**config.mk**
```make
export PLATFORM = sky130hd
export DESIGN_NAME = vec_add_arbiter
export DESIGN_NICKNAME = d
export VERILOG_FILES = /design/src/rtl/vec_add_arbiter.sv
export SDC_FILE = /design/constraint.sdc
export NUM_CORES = 1
export LEC_CHECK = 0
export CORE_AREA = 2 2 193 195
export CTS_BUF_LIST = sky130_fd_sc_hd__clkbuf_8
export DETAILED_ROUTE_END_ITERATION = 7
export DIE_AREA = 0 0 195 197
export SETUP_SLACK_MARGIN = 0.05
export SYNTH_ARGS = -nofsm -noshare
export SYNTH_HDL_FRONTEND = slang
export SYNTH_SLANG_ARGS = --single-unit
```
**constraint.sdc**
```tcl
create_clock -name clock -period 8.41 [get_ports clock]
set_input_delay 1.682 -clock clock [delete_from_list [all_inputs] [get_ports clock]]
set_output_delay 1.682 -clock clock [all_outputs]
set_load 0.05 [all_outputs]
```
**src/rtl/vec_add_arbiter.sv**
```systemverilog
// Round-robin sharing of one registered vec3 two's-complement adder among NUM_REQ requesters.
// Optional macro VEC_ADD_ARB_STATS_EN adds the per-requester grant_count output.
module vec_add_arbiter #(
  parameter int NUM_REQ    = 2,
  parameter int DATA_WIDTH = 32
) (
  input  logic                                    clock,
  input  logic                                    reset,
  input  logic [NUM_REQ-1:0][2:0][DATA_WIDTH-1:0] x,
  input  logic [NUM_REQ-1:0][2:0][DATA_WIDTH-1:0] y,
  input  logic [NUM_REQ-1:0]                      in_empty,
  output logic [NUM_REQ-1:0]                      in_rd_en,
  output logic [2:0][DATA_WIDTH-1:0]              out,
  input  logic [NUM_REQ-1:0]                      out_full,
  output logic [NUM_REQ-1:0]                      out_wr_en,
  output logic                                    busy
`ifdef VEC_ADD_ARB_STATS_EN
  ,
  output logic [NUM_REQ-1:0][15:0]                grant_count
`endif
);

  localparam int IDX_W = $clog2(NUM_REQ);
  localparam logic [IDX_W-1:0] RR_RESET = IDX_W'(NUM_REQ - 1);

  typedef enum logic {
    S_ARB,
    S_WRITE
  } state_t;

  state_t                     state_q, state_d;
  logic [2:0][DATA_WIDTH-1:0] out_q, out_d;
  logic [IDX_W-1:0]           grant_q, grant_d;
  logic [IDX_W-1:0]           rr_ptr_q, rr_ptr_d;

  logic [NUM_REQ-1:0] elig;
  logic               found;
  logic [IDX_W-1:0]   winner;
  logic [IDX_W-1:0]   cand;

  // A requester whose result FIFO is full is skipped so it cannot stall the rest.
  assign elig = ~in_empty & ~out_full;

  always_comb begin
    found  = 1'b0;
    winner = '0;
    cand   = '0;
    for (int k = 1; k <= NUM_REQ; k++) begin
      cand = IDX_W'((int'(rr_ptr_q) + k) % NUM_REQ);
      if (!found && elig[cand]) begin
        found  = 1'b1;
        winner = cand;
      end
    end
  end

  // NOTE: every signal driven here gets a default first, so no path can infer a latch.
  always_comb begin
    state_d   = state_q;
    out_d     = out_q;
    grant_d   = grant_q;
    rr_ptr_d  = rr_ptr_q;
    in_rd_en  = '0;
    out_wr_en = '0;
    busy      = 1'b0;
    unique case (state_q)
      S_ARB: begin
        if (found) begin
          in_rd_en[winner] = 1'b1;
          for (int k = 0; k < 3; k++) begin
            out_d[k] = x[winner][k] + y[winner][k];
          end
          grant_d  = winner;
          rr_ptr_d = winner;
          state_d  = S_WRITE;
        end
      end
      S_WRITE: begin
        busy = 1'b1;
        if (!out_full[grant_q]) begin
          out_wr_en[grant_q] = 1'b1;
          state_d            = S_ARB;
        end
      end
      default: state_d = S_ARB;
    endcase
  end

  // NOTE: sequential state uses non-blocking assignments so every register samples pre-edge values.
  always_ff @(posedge clock or posedge reset) begin
    if (reset) begin
      state_q  <= S_ARB;
      out_q    <= '0;
      grant_q  <= '0;
      rr_ptr_q <= RR_RESET;
    end else begin
      state_q  <= state_d;
      out_q    <= out_d;
      grant_q  <= grant_d;
      rr_ptr_q <= rr_ptr_d;
    end
  end

  assign out = out_q;

`ifdef VEC_ADD_ARB_STATS_EN
  logic [NUM_REQ-1:0][15:0] grant_count_q;

  always_ff @(posedge clock or posedge reset) begin
    if (reset) begin
      grant_count_q <= '0;
    end else begin
      for (int i = 0; i < NUM_REQ; i++) begin
        if (in_rd_en[i]) grant_count_q[i] <= grant_count_q[i] + 16'd1;
      end
    end
  end

  assign grant_count = grant_count_q;
`endif

endmodule

```
==> impl_metrics.csv <==
group,metric,value,unit
run_status,outcome,"complete, no violations",
grt,vias_in_the_first_global_route,11100,
synthesis,syn_nets,1706,
timing,timing.setup.tns,0,ns
grt,grtUsageTotal,0.201,
place,placement.cell_area,15900,um2
clocking,cts_max_path_buffers,2,
pwr,sw_frac_of_total,0.524,
timing,maxClockFrequency,0.160,GHz
timing,drv_slew,0,
die,die_x,195,um
run,drv.max_cap_violation_count,0,
grt,grt_remaining_overflow,0,
place,hpwl_after_detailed_placement,33000,um
pwr,post-layout-total-power,3.78,mW
timing,finalWorstPathRequiredPeriod,6.23,ns
synthesis,synthTopCellsByArea,"sky130_fd_sc_hd__dfrtp_1 (23%), sky130_fd_sc_hd__mux2_2 (20%), sky130_fd_sc_hd__ha_1 (11%), sky130_fd_sc_hd__nand2_1 (6.0%), sky130_fd_sc_hd__o21ai_0 (5.8%)",
timing,final-setup-viol-count,0,
finish,layout-area-overhead-vs-synth,52.5,%
place,final_gp_congestion,0.853,
synthesis,post_synth_inst_count,1220,
timing,worst_clock_skew,0.0220,ns
drt,route.antenna.remaining_nets,0,
min_path,whs_endpoint,"out[33]$_DFFE_PP0P_",
synthesis,number_of_synthesized_flops_with_an_enable_pin,0,
critical_path,cp-end-kind,"flip-flop",
critical_path,timing.setup.critical_path_class,"in -> reg",
synthesis,yosys.cell_types.count,72,
die,die_area,38400,um2
critical_path,critical_path.startpoint_type,"primary input",
clocking,cts_root_buf,"sky130_fd_sc_hd__clkbuf_8",
grt,number_of_antenna_violations_at_the_first_check_in_global_routing,3,
clocking,htree_num_levels,3,
synthesis,synth-seq-cells,99,
clocking,worstSkewPairLatency,0.38,ns
timing,final_min_period_over_clock_period,0.741,
critical_path,rr_startpoint,"rr_ptr_q$_DFFE_PP1P_",
min_path,worstHoldPathCells,2,
clocking,tritoncts_sinks,99,
timing,rsz0062_at_grt,"false",
pwr,vdd_ir_drop_max,0.000138,V
pwr,power.net_switching,1.98,mW
drt,iteration_count_of_the_initial_detailed_routing_pass,4,
drt,top_layer_used,"met4",
pwr,clk_pwr_share,0.082,
drt,route.detailed.drc,0,
synthesis,ys.flop_type,"sky130_fd_sc_hd__dfrtp_1",
pwr,cellLeakagePower,6.52,nW
clocking,cts_tree,"built",
pwr,p_int,1.80,mW
finish,final_cell_area,16100,um2
drt,detailroute.via_count,10900,
clocking,cts_resized,0,
timing,timing.slew.headroom,0.414,
critical_path,worstPathRequired,8.63,ns
min_path,worstHoldPathType,"reg -> reg",
critical_path,critical_path_peak_fanout,54,
critical_path,worst_reg2reg_endpoint,"out[22]$_DFFE_PP0P_",
finish,drive_above_1_share,0.144,
critical_path,worst-endpoint-arrival,6.45,ns
synthesis,yosys.cell_count.top_type,"sky130_fd_sc_hd__mux2_2",
die,number_of_i_o_pins,491,
drt,m1WireLength,17300,um
die,starting_density,0.291,
drt,via_per_inst,5.06,
synthesis,synth.avg_cell_area,8.65,um2
die,die_height,197,um
drt,route.met3.wl,2530,um
critical_path,r2r_setup_slack,3.77,ns
grt,largest_net_degree_at_the_start_of_global_routing,93,
finish,nNetsFinal,2157,
synthesis,synth_top_cells_by_count,"sky130_fd_sc_hd__mux2_2 (190), sky130_fd_sc_hd__nand2_1 (170), sky130_fd_sc_hd__o21ai_0 (123), sky130_fd_sc_hd__dfrtp_1 (98), sky130_fd_sc_hd__a21oi_1 (97)",
synthesis,yosysTopAreaCell,"sky130_fd_sc_hd__dfrtp_1",
min_path,min_from,"out[33]$_DFFE_PP0P_",
timing,hold_violations,0,
drt,wl,40300,um
die,count_of_standard_cell_rows,70,
grt,first_pass_grt_wire_length,61400,um
place,port_buffers,490,
pwr,comb_power_share,0.691,
synthesis,syn-cell-area,10600,um2
synthesis,yosysWarningCount,0,
synthesis,async_reset_ff_frac,1.00,
pwr,pwr_density_cell,235,nW/um2
clocking,cts_inserted_buffers,9,
timing,worst_slew_pin_tran,0.880,ns
synthesis,synthDominantCellAreaShare,0.232,
drt,routed-wl-met2,19800,um
critical_path,reg2reg_depth,11,
synthesis,seq_area_frac_synth,0.235,
drt,detailedRoute.firstIterationViolations,384,
pwr,power_frac_seq,0.227,
clocking,cts_setup_buffers,0,
die,core_area,36300,um2
clocking,cts.reportedPaths.clkPinSlew,0.10,ns
drt,wl_per_cell,18.8,um
clocking,cts-hold-fix-buffers,0,
## stage by stage
stage / setup slack, ns / std cells / hold slack, ns / utilization
after detailed placement: 1.77 / 2128 / 0.468 / 0.439
after global routing: 1.85 / 2145 / 0.515 / 0.444
after CTS: 2.19 / 2144 / 0.493 / 0.444
final: 2.18 / 2146 / 0.485 / 0.444
after global placement: 1.89 / 2128 / 0.461 / 0.439
after floorplan: 2.87 / 1220 / 0.494 / -
## per-layer routing
metal  track usage  vias up
li1              -     5367
met1         0.247     5114
met2         0.359      350
met3        0.0469       34
met4        0.0427        0
met5             0        -
## worst max-delay path, stage by stage
cell and delay [ns]:
sky130_fd_sc_hd__clkdlybuf4s50_1 0.45, sky130_fd_sc_hd__nor2_1 0.17, sky130_fd_sc_hd__a21boi_4 0.52, sky130_fd_sc_hd__buf_4 0.64, sky130_fd_sc_hd__mux2_2 0.45, sky130_fd_sc_hd__fa_1 0.47
sky130_fd_sc_hd__a211oi_1 0.40, sky130_fd_sc_hd__o21ai_1 0.17, sky130_fd_sc_hd__a211oi_2 0.52, sky130_fd_sc_hd__nor3_1 0.19, sky130_fd_sc_hd__or3b_2 0.52, sky130_fd_sc_hd__xnor2_1 0.15
sky130_fd_sc_hd__o21ai_0 0.09
## cell families after synthesis
| family | count (synthesis) | synth area share |
|---|---|---|
| buffers and inverters | 82 | 0.0294 |
| DFF | 99 | 0.235 |
| xor gates and xnor gates | 80 | 0.0664 |
| and+or+nand+nor | 314 | 0.141 |
| muxes | 192 | 0.205 |
| AOI/OAI and AO/OA | 357 | 0.209 |
| adders and majority gates | 96 | 0.116 |
## worst max path at each step
| stage | from | to | slack, ns | cells past startpoint |
|---|---|---|---|---|
| after global routing | out_full[1] | out[22]$_DFFE_PP0P_ | 1.85 | 14 |
| after floorplan | out_full[1] | out[22]$_DFFE_PP0P_ | 2.87 | 14 |
| after global placement | in_empty[1] | out[22]$_DFFE_PP0P_ | 1.89 | 14 |
| after CTS | out_full[1] | out[22]$_DFFE_PP0P_ | 2.19 | 13 |
| after detailed placement | out_full[1] | out[22]$_DFFE_PP0P_ | 1.77 | 13 |
| final | out_full[1] | out[22]$_DFFE_PP0P_ | 2.18 | 13 |
## sequential cells by signal (all words and copies together), names as in the netlist
signal / flops
out: 96
grant_q: 1
rr_ptr_q: 1
state_q: 1
## cell type report
| class | instances | area, um2 |
|---|---|---|
| repair buffers | 497 | 4970 |
| clock buffers | 10 | 138 |
| flip-flops and latches | 99 | 2480 |
| inverters | 25 | 96.3 |
| multi-input cells | 1039 | 7790 |
| fillers | 3608 | 20200 |
| clock inverters | 6 | 42.5 |
| well taps | 468 | 586 |
| diodes | 2 | 5.00 |
## power by group through the flow
stage	Combinational [mW]	Clock, mW	Sequential [mW]
3_3_place_gp	2.62	0	0.860
3_5_place_dp	2.63	0	0.868
6_report	2.62	0.310	0.858
2_1_floorplan	0.884	0	1.62
4_1_cts	2.64	0.326	0.863
5_1_grt	2.79	0.346	0.890
## cells in the final DEF, fill, tap and decap left out, drive strengths merged, types with 6 or more instances in the layout
master         synthesis  layout
a211oi                16      16
a21o                  34      34
a21oi                 98      98
buf                    3       7
clkbuf                54      10
clkdlybuf4s50          0     490
dfrtp                 98      98
ha                    93      93
inv                   25      26
mux2                 190     190
nand2                170     170
nand3                 25      25
nand4                 17      17
nor2                  40      40
nor2b                  6       6
nor3                  13      13
o211ai                 7       7
o21a                   7       7
o21ai                136     136
o21bai                15      15
o31ai                 13      13
xnor2                 45      45
xor2                  35      35
Power figures use the tool's default switching activity.
